## src/rtl/pwm_gen_pkg.sv

```systemverilog
// Shared definitions for the PWM generator bank: command word bit layout and
// the decoded per-channel mode bits.
package pwm_gen_pkg;

    localparam int MAG_LSB   = 0;
    localparam int UPINV_BIT = 12;
    localparam int DNINV_BIT = 13;
    localparam int PDM_BIT   = 14;
    localparam int DIR_BIT   = 15;

    typedef enum logic {
        DIR_FWD = 1'b0,
        DIR_REV = 1'b1
    } dir_e;

    // Mode flags carried in the upper nibble of a command word.
    typedef struct packed {
        dir_e dir;
        logic pdm;
        logic dn_inv;
        logic up_inv;
    } mode_t;

    function automatic mode_t decode_mode(input logic [15:0] word);
        mode_t m;
        m.dir    = dir_e'(word[DIR_BIT]);
        m.pdm    = word[PDM_BIT];
        m.dn_inv = word[DNINV_BIT];
        m.up_inv = word[UPINV_BIT];
        return m;
    endfunction

endpackage

```

## src/rtl/pwm_gen_chan.sv

```systemverilog
// One PWM/PDM channel: double-buffered command, direction-change deadtime and
// registered forward/reverse drive outputs.
module pwm_gen_chan
    import pwm_gen_pkg::*;
#(
    parameter int PW  = 11,
    parameter int DTW = 4,
    parameter int DT  = 8
) (
    input  logic          clk,
    input  logic          rst,
    input  logic          wr,
    input  logic [15:0]   data,
    input  logic          wrap,
    input  logic          halt,
    input  logic [PW-1:0] cnt,
    input  logic [PW-1:0] pdm_cmp,
    output logic          up,
    output logic          down
);

    // The deadtime includes the load clock itself, so the counter holds DT-1 more.
    localparam logic [DTW-1:0] DT_RELOAD = (DT > 0) ? DTW'(DT - 1) : '0;

    mode_t          sh_mode, ac_mode, nx_mode, wr_mode;
    logic [PW-1:0]  sh_mag, ac_mag, nx_mag, wr_mag, cmp;
    logic [DTW-1:0] dt_cnt;
    logic           dir_chg, dt_start, gate, act;
    logic           unused_data;

    // Bits between the magnitude field and the mode nibble carry no meaning.
    assign unused_data = ^data;

    assign wr_mode = decode_mode(data);
    assign wr_mag  = data[MAG_LSB +: PW];

    // A write landing on the wrap clock bypasses the shadow straight into active.
    assign nx_mode = wr ? wr_mode : sh_mode;
    assign nx_mag  = wr ? wr_mag  : sh_mag;

    assign dir_chg  = wrap && (nx_mode.dir != ac_mode.dir);
    assign dt_start = dir_chg && (DT != 0);
    assign gate     = halt || dt_start || (dt_cnt != '0);

    assign cmp = ac_mode.pdm ? pdm_cmp : cnt;
    assign act = !gate && (ac_mag > cmp);

    // Shadow takes every write; active follows it at the period wrap.
    always_ff @(posedge clk or posedge rst) begin
        if (rst) begin
            sh_mode <= '0;
            sh_mag  <= '0;
            ac_mode <= '0;
            ac_mag  <= '0;
        end else begin
            if (wr) begin
                sh_mode <= wr_mode;
                sh_mag  <= wr_mag;
            end
            if (wrap) begin
                ac_mode <= nx_mode;
                ac_mag  <= nx_mag;
            end
        end
    end

    // Deadtime countdown, restarted by every direction change.
    always_ff @(posedge clk or posedge rst) begin
        if (rst) begin
            dt_cnt <= '0;
        end else if (dt_start) begin
            dt_cnt <= DT_RELOAD;
        end else if (dt_cnt != '0) begin
            dt_cnt <= dt_cnt - 1'b1;
        end
    end

    // Drive outputs: direction steers act, invert bits set the idle level.
    always_ff @(posedge clk or posedge rst) begin
        if (rst) begin
            up   <= 1'b0;
            down <= 1'b0;
        end else begin
            up   <= ac_mode.up_inv ^ (act && (ac_mode.dir == DIR_FWD));
            down <= ac_mode.dn_inv ^ (act && (ac_mode.dir == DIR_REV));
        end
    end

endmodule

```

## src/rtl/pwm_gen_bank.sv

```systemverilog
// Bank of PWM/PDM channels sharing one free-running period counter and a
// command/kick watchdog that idles every channel when it trips.
module pwm_gen_bank
    import pwm_gen_pkg::*;
#(
    parameter  int NCH = 4,
    parameter  int PW  = 11,
    parameter  int DTW = 4,
    parameter  int DT  = 8,
    parameter  int WDW = 16,
    localparam int CHW = (NCH > 1) ? $clog2(NCH) : 1
) (
    input  logic           clk,
    input  logic           rst,
    input  logic           cmd_wr,
    input  logic [CHW-1:0] cmd_ch,
    input  logic [15:0]    cmd_data,
    input  logic           wd_kick,
    input  logic           wd_clear,
    input  logic [WDW-1:0] wd_limit,
    output logic [NCH-1:0] up,
    output logic [NCH-1:0] down,
    output logic           at_top,
    output logic           wd_tripped
);

    localparam logic [PW-1:0] CNT_MAX = '1;

    logic [PW-1:0]  cnt, pdm_cmp;
    logic [WDW-1:0] wd_cnt;
    logic           wrap;

    // PDM ordering: bit-reverse the bits above the low nibble so high time is
    // spread across the period in 16-clock slices.
    function automatic logic [PW-1:0] pdm_order(input logic [PW-1:0] c);
        logic [PW-1:0] r;
        r = c;
        for (int b = 4; b < PW; b++) begin
            r[b] = c[PW - 1 - (b - 4)];
        end
        return r;
    endfunction

    assign wrap    = (cnt == CNT_MAX);
    assign pdm_cmp = pdm_order(cnt);

    // Period counter; at_top is registered one clock early so it lines up with cnt==max.
    always_ff @(posedge clk or posedge rst) begin
        if (rst) begin
            cnt    <= '0;
            at_top <= 1'b0;
        end else begin
            cnt    <= cnt + 1'b1;
            at_top <= (cnt == CNT_MAX - 1'b1);
        end
    end

    // Watchdog: any command or kick restarts it; only wd_clear releases a trip.
    always_ff @(posedge clk or posedge rst) begin
        if (rst) begin
            wd_cnt     <= '0;
            wd_tripped <= 1'b0;
        end else if (wd_clear) begin
            wd_cnt     <= '0;
            wd_tripped <= 1'b0;
        end else begin
            if (wd_kick || cmd_wr) begin
                wd_cnt <= '0;
            end else begin
                wd_cnt <= wd_cnt + 1'b1;
            end
            if ((wd_limit != '0) && (wd_cnt >= wd_limit)) begin
                wd_tripped <= 1'b1;
            end
        end
    end

    for (genvar i = 0; i < NCH; i++) begin : g_chan
        pwm_gen_chan #(
            .PW  (PW),
            .DTW (DTW),
            .DT  (DT)
        ) u_chan (
            .clk     (clk),
            .rst     (rst),
            .wr      (cmd_wr && (cmd_ch == CHW'(i))),
            .data    (cmd_data),
            .wrap    (wrap),
            .halt    (wd_tripped),
            .cnt     (cnt),
            .pdm_cmp (pdm_cmp),
            .up      (up[i]),
            .down    (down[i])
        );
    end

endmodule

```

## config.mk

```make
export PLATFORM = sky130hd
export DESIGN_NAME = pwm_gen_bank
export DESIGN_NICKNAME = d
export VERILOG_FILES = /design/src/rtl/pwm_gen_pkg.sv /design/src/rtl/pwm_gen_chan.sv /design/src/rtl/pwm_gen_bank.sv
export SDC_FILE = /design/constraint.sdc
export NUM_CORES = 1
export LEC_CHECK = 0
export BUFFER_PORTS_ARGS = -buffer_cell sky130_fd_sc_hd__buf_2
export CAP_MARGIN = 5
export CORE_MARGIN = 2
export CORE_UTILIZATION = 55
export CTS_CLUSTER_DIAMETER = 50
export DETAILED_ROUTE_END_ITERATION = 12
export GPL_TIMING_DRIVEN = 0
export MAX_ROUTING_LAYER = met4
export PLACE_DENSITY = 0.83
export SKIP_CTS_REPAIR_TIMING = 1
export SLEW_MARGIN = 20
export SYNTH_ARGS = -nofsm -noshare
export SYNTH_HDL_FRONTEND = slang
export SYNTH_SLANG_ARGS = --single-unit
```

## constraint.sdc

```tcl
create_clock -name clk -period 6.9 [get_ports clk]
set_input_delay 0.345 -clock clk [delete_from_list [all_inputs] [get_ports clk]]
set_output_delay 0.345 -clock clk [all_outputs]
set_load 0.05 [all_outputs]
```

==> results by group, run 1 <==
Pwr
  • Combinational share of power: 7.3%
  • Clk pwr share: around 43%
  • Final Power: about 0.0022 W
  • Switching part of the total: between 20% and 30%
  • Power per cell area: 222 nW/um2
  • Peak supply drop: about 0.0002 V
  • Pleak: roughly 4.8 nW
  • Flop pwr share: 50.0%
  • Switching pwr: between 0.0005 and 0.0006 W
  • Internal power: around 0.0017 W

Worst setup path
  • CP delay by family, top: compound AO/OA/AOI/OAI gates
  • Slowest CP cell: a2111oi_0
  • FF-to-FF setup slack: between 3000 and 4000 ps
  • Kind of critical path: reg2reg
  • Largest stage delay, worst path: between 900 and 1000 ps
  • Critical Path AT: approximately 3400 ps
  • CP Launch Type: flop
  • Worst path cell trace: clkbuf_1, mux2i_1, ha_1, a211oi_1, nor2_1, a2111oi_0, a2111oi_1, xor2_1
  • WP depth: 8
  • Critical path buffers and inverters: 1
  • Critical Path End Type: flop
  • Crit Reg-Reg Endpoint: g_chan[1].u_chan.up
  • Worst r2r path cells: 8
  • Worst Setup EP: g_chan[1].u_chan.up
  • Crit path from: cnt[6]
  • RR Startpoint: cnt[6]
  • Worst Path Max Fanout: 10
  • Required @ worst endpoint: roughly 7200 ps

Synth
  • Mean Syn Cell Area: roughly 11 um2
  • Mapped Cells: around 830
  • Sequential area share after synthesis: between 40% and 50%
  • Synth area leader: dfrtp_1
  • Main flop type after synthesis: dfrtp_1
  • Count of unique library cells instantiated by Yosys: 45
  • Synth top area cells: dfrtp_1 49%, ha_1 10%, nand2_1 8.1%
  • Seq cells post-synth: 173
  • Syn Std Cell Area: approximately 8800 um2
  • Synth top area share: approximately half
  • Post-synth ARST share: 100%
  • Synth warn: 0
  • Post-synth EDFFs: 0
  • Syn nets: roughly 940

Detailed routing
  • Final wirelength: 19000 um
  • WL/cell: around 17 um
  • DRC Markers: 0
  • Total number of vias: ~6200
  • Initial DRC count: between 400 and 500
  • Final ANT Viol Nets: 0
  • DR pass1 iterations: 5
  • Drt via density: 5.48

STA
  • Min Tclk post-route: roughly 3100 ps
  • Unrepaired setup endpoints after global routing: false
  • Final hold vios: 0
  • Worst slew margin: 20.1%
  • Max Clock Skew: ~11 ps
  • Tcrit/Tclk final: 45.2%
  • Slew @ Worst Pin: roughly 1200 ps
  • Setup-failing EPs final: 0
  • Setup TNS: 0 ps
  • FMAX: ~0.32 GHz
  • Final Max Tran Viols: 0

Layout
  • Most frequent cells in the layout: 189 x nand2_1, 173 x dfrtp_1, 71 x ha_1
  • Commonest non-fill, non-tap cell in the layout: nand2_1
  • Final nets: about 1000
  • Share of post-route cells with drive strength above 1: 18.6%
  • Area growth from synthesis to layout: 12.9%
  • # diodes: 0

Floorplanning
  • Die area: around 17000 um2
  • Rows: 46
  • Num ports: slightly below 50
  • Core area: about 16000 um2
  • Die Wd: ~130 um
  • Die Ht: between 100 and 150 um
  • Starting density of the core: a little under three fifths

Place
  • I/O Buffers: 47
  • Routability Congestion: 0.843
  • Final HPWL DP: roughly 14000 um

Worst hold path
  • Hold Path Class: in2reg

Run status
  • Status: finished, final reports clean

Clock tree
  • CTS max path bufs: 2
  • Number of buffers created by CTS: 17
  • Clock sink count: between 150 and 200
  • Reg clk slew, reported paths: 70 ps
  • Later-pin clock latency in the skew report: 430 ps
  • CTS tree: yes
  • Htree depth: 4
  • Root buffer cell: clkbuf_16

Global routing
  • Vias in the first global route: 6340
  • First-pass GRT wire length: ~32000 um
  • GRT Overall Usage: 25.3%
  • Initial antenna violation count: 0
  • Global route total overflow: 0
  • Pin count of the biggest net entering global routing: ~110

Job
  • Maxcap violations: 0
==> state kept, by name (all words and copies together), names as in the netlist <==
signal,cells
cnt,11
g_chan.u_chan.ac_mag,44
wd_tripped,1
g_chan.u_chan.dt_cnt,16
g_chan.u_chan.ac_mode,16
at_top,1
g_chan.u_chan.up,4
g_chan.u_chan.down,4
g_chan.u_chan.sh_mag,44
wd_cnt,16
g_chan.u_chan.sh_mode,16
==> metal layers <==
| layer | vias to the layer above | GRT usage, % | wire (um) |
|---|---|---|---|
| met5 | - | - | 0 |
| met4 | 0 | 8.41 | 396 |
| met3 | 42 | 4.88 | 808 |
| met2 | 139 | 41.4 | 9340 |
| met1 | 3029 | 32.1 | 8430 |
| li1 | 2981 | - | - |
==> worst register-to-register path, delay by kind of cell (launching register included) <==
kind	cells	cell delay [ps]
fa+ha+maj	1	320
mux	1	170
buf+inv	1	390
compound gates	3	1450
simple gates	1	90
flops	1	360
xor+xnor	1	210
==> per-stage QoR <==
step | cell area, um2 | setup slack (ps) | utilization, % | hold slack, ps | instances
3_5_place_dp | 9300 | 3800 | 59.2 | 415 | 1096
5_1_grt | 9890 | 3630 | 63.0 | 162 | 1129
6_report | 9890 | 3780 | 63.0 | 153 | 1129
2_1_floorplan | 8760 | 1870 | - | 441 | 832
4_1_cts | 9880 | 3750 | 62.9 | -41.9 | 1128
3_3_place_gp | 9270 | 95.6 | 59.0 | 451 | 1095
==> synth_stat cells, types with 8 or more instances <==
library cell  count
a211oi_1          8
a21oi_1          28
buf_4             8
clkbuf_1         20
dfrtp_1         173
ha_1             71
inv_1            47
mux2_2           62
mux2i_1          24
nand2_1         189
nand2b_1          9
nand3_1          21
nand3b_1          8
nand4_1          13
nor2_1           22
o21ai_0          11
o21ai_1           8
or3_1             8
xnor2_1          19
xor2_1           16
==> area by class of cell <==
class	instances	area [um2]
timing repair buffer	49	273
fill	1268	5820
multi-input combinational	574	4080
clock inverter	12	111
inverter	47	184
sequential	173	4330
clock buffer	20	467
tap	216	270
buffer	38	181
==> power by group through the flow <==
stage | combinational (W) | sequential [W] | clock (W)
finish | 0.000160 | 0.00110 | 0.000935
global route | 0.000179 | 0.00110 | 0.000988
CTS | 0.000161 | 0.00110 | 0.000947
detailed placement | 0.000159 | 0.00112 | 0
global placement | 0.000151 | 0.00111 | 0
floorplan | 0.000114 | 0.00111 | 0
==> cells by family (layout without fill, tap and decap cells) <==
group	after synthesis	in the layout	synth area share [%]
compound gates	81	81	6.25
xor+xnor	36	36	3.68
fa+ha+maj	71	71	10.1
buf+inv	85	166	4.08
flops	173	173	49.4
mux	88	88	11.0
simple gates	298	298	15.4
==> worst min-delay path by stage <==
stage,slack [ps],start,to,cells after the start
after floorplan,440,g_chan[0].u_chan.ac_mode[1],g_chan[0].u_chan.down,1
after global placement,450,g_chan[0].u_chan.ac_mode[1],g_chan[0].u_chan.down,1
after detailed placement,410,rst,g_chan[1].u_chan.sh_mag[6],2
after CTS,-40,rst,g_chan[1].u_chan.sh_mag[6],2
after global routing,160,wd_clear,wd_tripped,2
final,150,wd_clear,wd_tripped,2
Note: power is estimated with default switching activity, not from simulation.
==> inputs of run 2 (changes only) <==
- ABC_AREA: default -> 1
- PLACE_DENSITY: 0.83 -> 0.86
- clock period: 6.9 -> 2.51 ns (I/O delays scaled with it)
==> run 2 against run 1 <==
The run now ends with hold timing left. Die area grew 4.0%. Synthesized cell count up 30%. Via count increased by 19%. Total power grew to 2.9 times the previous value. Clock power rose to 3.0 times the previous value. Design area grew 5.0%. Final cell count rose by 23%. Synthesized area grew 4.1%. Register-to-register slack worse by 3600 ps. Clock-buffer cell count rose by 3. Fmax is 35% higher. Sequential power grew to 2.7 times the previous value.
==> results by group, run 2 <==
Place
  • Placed Instances: about 1400
  • Post-place setup slack: between 300 and 400 ps
  • Final HPWL DP: ~15000 um
  • Routability Congestion: around 0.93
  • I/O Buffers: 47

STA
  • Unrepaired setup endpoints after global routing: false
  • Setup-failing EPs final: 0
  • Worst slew margin: between 60 and 70%
  • Max Clock Skew: ~11 ps
  • Final WS setup: ~210 ps
  • Min Tclk post-route: approximately 2300 ps
  • Tcrit/Tclk final: around nine tenths
  • Worst hold slack: -53.8 ps
  • Slew @ Worst Pin: 595 ps
  • FMAX: between 0.4 and 0.5 GHz
  • Final hold vios: 2
  • Final Max Tran Viols: 0

Global routing
  • GRT Overall Usage: around a quarter
  • Pin count of the biggest net entering global routing: 35
  • Initial antenna violation count: 0
  • Global route total overflow: 0
  • Vias in the first global route: ~7400
  • First-pass GRT wire length: between 30000 and 40000 um

Floorplanning
  • Rows: 47
  • Die Wd: approximately 130 um
  • Starting density of the core: 55.6%
  • Die Ht: between 100 and 150 um
  • Die area: 17600 um2
  • Core area: approximately 16000 um2
  • Num ports: 49

Synth
  • Post-synth top cells: 300 x nand2_1, 173 x dfrtp_1, 154 x inv_1, 91 x o21ai_0, 71 x ha_1
  • Synth warn: 0
  • Post-synth EDFFs: 0
  • Syn nets: 1193
  • Seq cells post-synth: around 170
  • Top-count cell post-synth: nand2_1
  • Syn Std Cell Area: between 9000 and 10000 um2
  • Mapped Cells: between 1000 and 1500
  • Synth top area share: between 40% and 50%
  • Sequential area share after synthesis: a little under half
  • Synth top area cells: dfrtp_1 47%, nand2_1 12%, ha_1 9.7%
  • Count of unique library cells instantiated by Yosys: 36
  • Post-synth ARST share: 100%
  • Main flop type after synthesis: dfrtp_1
  • Synth area leader: dfrtp_1
  • Mean Syn Cell Area: around 8.4 um2

Worst hold path
  • Hold Path Class: in2reg

Detailed routing
  • Final ANT Viol Nets: 0
  • Final wirelength: roughly 21000 um
  • Top sig layer: met4
  • Met3 WL: about 940 um
  • Initial DRC count: 639
  • DRC Markers: 0
  • Met1 wire length: 9320 um
  • Drt via density: 5.31
  • WL/cell: 15.1 um
  • DR pass1 iterations: 5
  • Met2 WL: between 10000 and 15000 um
  • Total number of vias: 7370

Layout
  • Final nets: approximately 1300
  • Commonest non-fill, non-tap cell in the layout: nand2_1
  • Most frequent cells in the layout: 300 x nand2_1, 173 x dfrtp_1, 153 x inv_1
  • Share of post-route cells with drive strength above 1: between 10 and 15%
  • Final cell count without fillers: roughly 1400
  • Area growth from synthesis to layout: 13.8%
  • # diodes: 0
  • Top flop regs: g_chan.u_chan.ac_mag: 44 flops, g_chan.u_chan.sh_mag: 44 flops

Worst setup path
  • Critical Path AT: between 2000 and 3000 ps
  • Required @ worst endpoint: 2890 ps
  • Top cell by count, worst path: nand2_1
  • Largest stage delay, worst path: around 400 ps
  • Kind of critical path: reg2reg
  • Critical Path End Type: flop
  • Worst Path Max Fanout: 10
  • Slowest CP cell: dfrtp_1
  • CP Launch Type: flop
  • Worst path cell trace: clkbuf_1, o21ai_0, ha_1, nand2_1, nor2_1, o21ai_0, nand3_1, nand2_1, nor2_1, nand3_1, nand2_1

Pwr
  • Combinational share of power: roughly 7.9%
  • Switching pwr: ~0.0015 W
  • Switching part of the total: between 20% and 30%
  • Flop pwr share: between 40% and 50%
  • Power per cell area: between 600 and 700 nW/um2
  • Pleak: 5.64 nW
  • Peak supply drop: 0.000567 V
  • Clk pwr share: approximately 45%
  • Internal power: between 0.004 and 0.005 W

Clock tree
  • Reg clk slew, reported paths: ~70 ps
  • Htree depth: 4
  • Root buffer cell: clkbuf_16
  • Clock sink count: 173
  • CTS max path bufs: 2
  • Number of buffers created by CTS: 17
  • Later-pin clock latency in the skew report: approximately 440 ps
  • CTS tree: yes

Run status
  • Status: complete, but fails checks
  • Violated checks: hold timing

Job
  • Maxcap violations: 0
-- run 2: cell types whose count changed in the layout (fill, tap and decap cells not counted), moves of 8 or more --
cell	previous run	this run
o21a_1	1	43
nand2b_1	9	0
o21ai_1	8	16
xnor2_1	19	6
mux2_2	62	0
nand2_1	189	300
or3_1	8	0
nand3_1	21	35
nor2_1	22	43
clkbuf_1	20	9
o21ai_0	11	91
inv_1	46	153
mux2i_1	24	0
-- run 2: logic make-up (layout without fill, tap and decap cells) --
family	count (synthesis)	count (layout)	synth area share, %
adder cells (fa/ha/maj)	71	71	9.74
AND/OR/NAND/NOR	436	436	20.2
XOR/XNOR	18	18	1.73
AO/OA/AOI/OAI	190	190	11.9
flip-flops	173	173	47.4
buffers and inverters	195	280	8.97
-- run 2: critical path, delay by kind of cell (launching register included) --
kind            cells  cell delay, ps
simple gates        7             860
flops               1             400
buf+inv             1             360
compound gates      2             310
fa+ha+maj           1             310
-- run 2: power by group through the flow --
stage	combinational, W	clock (W)	sequential [W]
global placement	0.000446	0	0.00303
finish	0.000497	0.00282	0.00299
global route	0.000564	0.00295	0.00300
detailed placement	0.000487	0	0.00304
floorplan	0.000336	0	0.00303
CTS	0.000495	0.00282	0.00299
-- run 2: final timing paths --
check	from	end	slack, ps	cells after the start
setup reg to reg	g_chan[3].u_chan.ac_mode[2]	g_chan[3].u_chan.down	210	11
max in group asynchronous	rst	g_chan[2].u_chan.sh_mag[2]	1430	5
setup / recovery	g_chan[3].u_chan.ac_mode[2]	g_chan[3].u_chan.down	210	11
min in group asynchronous	rst	wd_cnt[1]	290	3
hold / removal	wd_kick	wd_cnt[1]	-50	4
hold reg to reg	g_chan[3].u_chan.ac_mode[0]	g_chan[3].u_chan.up	480	2
-- run 2: final cells by class --
cell class / instances / area [um2]
Fill cell: 1288 / 6020
Sequential cell: 173 / 4330
Multi-Input combinational cell: 715 / 3980
Inverter: 156 / 589
Clock buffer: 23 / 498
Timing Repair Buffer: 54 / 355
Tap cell: 220 / 275
Buffer: 39 / 233
Clock inverter: 8 / 130
-- run 2: layer usage --
| layer | global-route usage, % | up-vias |
|---|---|---|
| li1 | - | 3617 |
| met1 | 32.2 | 3494 |
| met2 | 41.5 | 199 |
| met3 | 4.98 | 60 |
| met4 | 11.2 | 0 |
| met5 | - | - |
-- run 2: per-stage QoR --
| stage | TNS [ps] | area, um2 | total power, W | utilization, % |
|---|---|---|---|---|
| global route | 0 | 10400 | 0.00651 | 63.3 |
| detailed placement | 0 | 9740 | 0.00352 | 59.4 |
| floorplan | 0 | 9130 | 0.00336 | - |
| finish | 0 | 10400 | 0.00631 | 63.3 |
| global placement | -140500 | 9640 | 0.00348 | 58.8 |
| CTS | 0 | 10400 | 0.00630 | 63.2 |
